--- src/rtl/hop_delay_line.sv ---
// LATENCY-bit shift register that reproduces the chain's fixed start-to-ff5 delay.
module hop_delay_line #(
  parameter int LATENCY = 5
) (
  input  logic clk,
  input  logic rst,
  input  logic flush,
  input  logic din,
  output logic dout
);

  logic [LATENCY-1:0] taps;

  always_ff @(posedge clk) begin
    if (rst || flush) begin
      taps <= '0;
    end else begin
      taps[0] <= din;
      for (int i = 1; i < LATENCY; i++) begin
        taps[i] <= taps[i-1];
      end
    end
  end

  assign dout = taps[LATENCY-1];

endmodule

--- config.mk ---
export PLATFORM = sky130hd
export DESIGN_NAME = hop_delay_line
export DESIGN_NICKNAME = d
export VERILOG_FILES = /design/src/rtl/hop_delay_line.sv
export SDC_FILE = /design/constraint.sdc
export NUM_CORES = 1
export LEC_CHECK = 0
export CAP_MARGIN = 15
export CELL_PAD_IN_SITES_DETAIL_PLACEMENT = 0
export CELL_PAD_IN_SITES_GLOBAL_PLACEMENT = 2
export CORE_AREA = 2 2 39 41
export DETAILED_ROUTE_END_ITERATION = 12
export DIE_AREA = 0 0 41 43
export HOLD_SLACK_MARGIN = 0.15
export PLACE_DENSITY = 0.4
export SYNTH_ARGS = -nofsm -noshare
export SYNTH_HDL_FRONTEND = slang
export SYNTH_SLANG_ARGS = --single-unit
--- constraint.sdc ---
create_clock -name clk -period 0.95 [get_ports clk]
set_input_delay 0.19 -clock clk [delete_from_list [all_inputs] [get_ports clk]]
set_output_delay 0.19 -clock clk [all_outputs]
set_load 0.005 [all_outputs]
* Word level (Yosys, flattened, before mapping) *
Index checks and enable logic that the tools add are counted.

storage, ports and cells
  logic and storage cells = 2
  ROM bits = 0
  input bits = 4
  output and inout bits = 1
  bits in registers = 5
  latch bits = 0
  memory bits (writable) = 0
  memories = 0

operators by class
  multiplexer cells = 0
  shifts and indexed selects = 0
  reduce and logical (&&, ||, !) cells = 1
  $lt $le $gt $ge = 0
  equality and inequality tests = 0
  add/sub/neg operators = 0
  multiply operators = 0
  bitwise logic cells = 0
  div/mod/pow operators = 0

operators with widths
  operator          number
  $logic_or 1x1->1  1

* Logic depth before layout (Yosys ltp) *
  word-level depth = 1
  gate-level depth with buffers = 1
  depth with buffers taken out = 1

* Worst setup path before layout *
Ideal clock, no wire load.

  path kind = flip-flop to flip-flop
  start point = register taps[0]
  end point = register taps[1]
  required time = 835 ps
  arrival time = 384 ps
  buffers on the path = 0
  cell stages (with the launch flop) = 2
  setup slack = 451 ps
  path through = dfxtp_1 -> nor3b_1

RTL lines
  element                          line  RTL
  start, declared                  12    logic [LATENCY-1:0] taps;
  start signal, assigned           18    taps[0] <= din;
  start signal, assigned by index  20    taps[i] <= taps[i-1];

No word-level cell between the ends.

* Worst setup path in the final report *
  start point = register taps[4]
  end point = output dout

RTL lines
  element        line  RTL
  end, declared  9     output logic dout

No word-level cell between the ends.

==> impl_results.md <==
- First-pass GRT wire length: approximately 390 µm
- P_sw: ~0.086 mW
- Via Count: 102
- Unrepaired setup endpoints after global routing: no
- TritonCTS clock tree: built
- Actual slew at the worst max-slew pin: 0.187 ns
- Syn_nets: 14
- Sequential share of power: 45.4%
- Internal power: 0.385 mW
- HPWL reported at the end of detailed placement: 147 µm
- Die Y-Extent: roughly 43 µm
- Setup-failing EPs final: 0
- Share of total power in the clock network: 50.3%
- Slowest library cell on the worst path: sky130_fd_sc_hd__dfxtp_1
- Registers with the most flip-flops: taps x5
- Post-route DRC violation count: 0
- Kind of capture point of the worst setup path: primary output
- Switching portion of total power: 18.3%
- RD Place Congestion: 0.522
- Class of the most critical setup path: reg2out
- Layout Area Growth over Synthesis: 59.1%
- Total grt overflow: 0
- Final routed wirelength across all metal layers: 204 µm
- Count of filler cells inserted in the layout: between 100 and 150
- Proportion of synthesized chip area in sequential cells: 72.7%
- Flops & latches, synth: 5
- Gate count of the mapped netlist: 10
- Power per Cell Area: 2150 nW/µm²
- Part of the cycle the worst path needs: 87.1%
- Cell family with the largest share of critical-path delay: flip-flops
- Latest clock arrival within the worst-skew pair: 0.24 ns
- Setup crit start kind: register
- Antenna cell count: 0
- Crit path DAT: 0.64 ns
- Antenna violations before repair: 0
- Starting density of the core: roughly a tenth
- Row cnt: 14
- CP max stage delay: 0.30 ns
- CTS root buf: sky130_fd_sc_hd__clkbuf_4
- Via count of the first global-routing pass: 106
- Cell Area, Synth: between 100 and 150 µm²
- Fraction of layout instances using a drive strength above 1: 22.2%
- Number of violations reported at the end of detailed-routing iteration 0: 3
- Proportion of power drawn by combinational gates: about 4.2%
- Headroom to the max-slew limit: between 80 and 90%
- Min-Delay Path Class: reg2reg
- H-tree levels: 1
- Number of gates resized after cts: 2
- Min setup slack post-route: around 0.12 ns
- Total core area: 1380 µm²
- Total routing resource utilization after global routing: 4.33%
- Required arrival time at the worst endpoint: 0.76 ns
- CTS Hold Buffers Added: 0
- Hold Vio Cnt, Final: 0
- Yosys warning total: 0
- Clock transition at the register clock pins on the worst setup and hold paths after CTS: 0.04 ns
- Number of buffer cells added on primary ports: 4
- Number of max-capacitance violations reported: 0
- Fin nets: 23
- Static Leakage: between 0.07 and 0.08 nW
- Average wire length per cell after detail routing: 6.00 µm
- Pin count of the biggest net entering global routing: 6
- Area of the multi-input gates: 37.5 µm²
- Largest register by flop count: taps
- Sum of buffers and inverters on the critical path: 1
- Number of flip-flops in the largest register: 5
- Mean number of vias per cell: 3.00
- Sequential Area: 100 µm²
- Final core occ: roughly 16%
- Max Buffers Root-to-Sink: 2
- Detailed-router iteration count before antenna repair: 2
- Sum of negative setup slack: 0 ns
- Yosys cell types: 2
- # clock sinks: 5
- Residual antenna-violating net count after detailed routing: 0
- VDD IR-drop max: around 0.67 mV
- Status: complete, no violations
- Crit Path Max Fanout: 1
- Chain of cells forming the critical path: clkbuf_2
- Number of buffers inserted during clock tree synthesis: 3
- Syn_area_per_cell: 13.8 µm²
- Min Tclk post-route: between 0.8 and 0.9 ns
- IO Count: 5
- Post-place setup slack: -0.0317 ns
- Area of the die: 1760 µm²
- Final-report max-slew violation count: 0
- Worst Clk Skew: 0.00243 ns
- Buffer count from post-CTS setup fixing: 0
- Maximum frequency from static timing analysis: ~1200 MHz
- Die X: 41 µm
-- layout by cell type, fill, tap and decap left out --
| cell | count |
|---|---|
| sky130_fd_sc_hd__clkbuf_2 | 1 |
| sky130_fd_sc_hd__clkbuf_4 | 3 |
| sky130_fd_sc_hd__dfxtp_1 | 5 |
| sky130_fd_sc_hd__clkbuf_1 | 1 |
| sky130_fd_sc_hd__clkdlybuf4s50_1 | 3 |
| sky130_fd_sc_hd__nor3b_1 | 5 |
-- final cells by class --
class	count	area share, %
well taps	16	9.14
clock buffers	4	12.0
flip-flops and latches	5	45.7
multi-input cells	5	17.1
repair buffers	4	16.0
-- through the flow --
step | hold WS (ns) | cells | area (µm²) | power, mW
floorplan | 0.265 | 10 | 138 | 0.220
global placement | 0.447 | 30 | 198 | 0.238
finish | 0.453 | 34 | 219 | 0.471
CTS | 0.453 | 34 | 224 | 0.484
detailed placement | 0.447 | 30 | 198 | 0.237
global route | 0.457 | 34 | 219 | 0.503
-- metal layers --
| layer | vias to the layer above | global-route usage, % | routed length (µm) |
|---|---|---|---|
| met4 | 0 | 2.00 | 0 |
| met2 | 7 | 4.06 | 69 |
| met1 | 44 | 3.88 | 95 |
| met5 | - | 0 | 0 |
| met3 | 0 | 7.85 | 40 |
| li1 | 51 | - | - |
-- power by group through the flow --
stage          sequential [mW]  clock [mW]  combinational (mW)
6_report                 0.214       0.237              0.0200
5_1_grt                  0.214       0.268              0.0218
4_1_cts                  0.214       0.251              0.0200
3_5_place_dp             0.217           0              0.0198
3_3_place_gp             0.217           0              0.0202
2_1_floorplan            0.217           0             0.00271
-- path summary, 6_finish.rpt --
kind	from	endpoint	slack (ns)	depth (start not counted)
worst max register to register	taps[3]	taps[4]	0.40	1
worst max-delay path	taps[4]	dout	0.12	1
worst min-delay path	taps[0]	taps[1]	0.45	1
worst min register to register	taps[0]	taps[1]	0.45	1
-- cell families (layout without fill, tap and decap cells) --
logic type / count (synthesis) / count (layout) / synth area share (%)
flops: 5 / 5 / 72.7
simple gates: 5 / 5 / 27.3
buf+inv: 0 / 8 / 0
-- Yosys cell counts --
cell,instances,area (µm²)
sky130_fd_sc_hd__nor3b_1,5,37.5
sky130_fd_sc_hd__dfxtp_1,5,100
(Power assumes the default switching activity.)
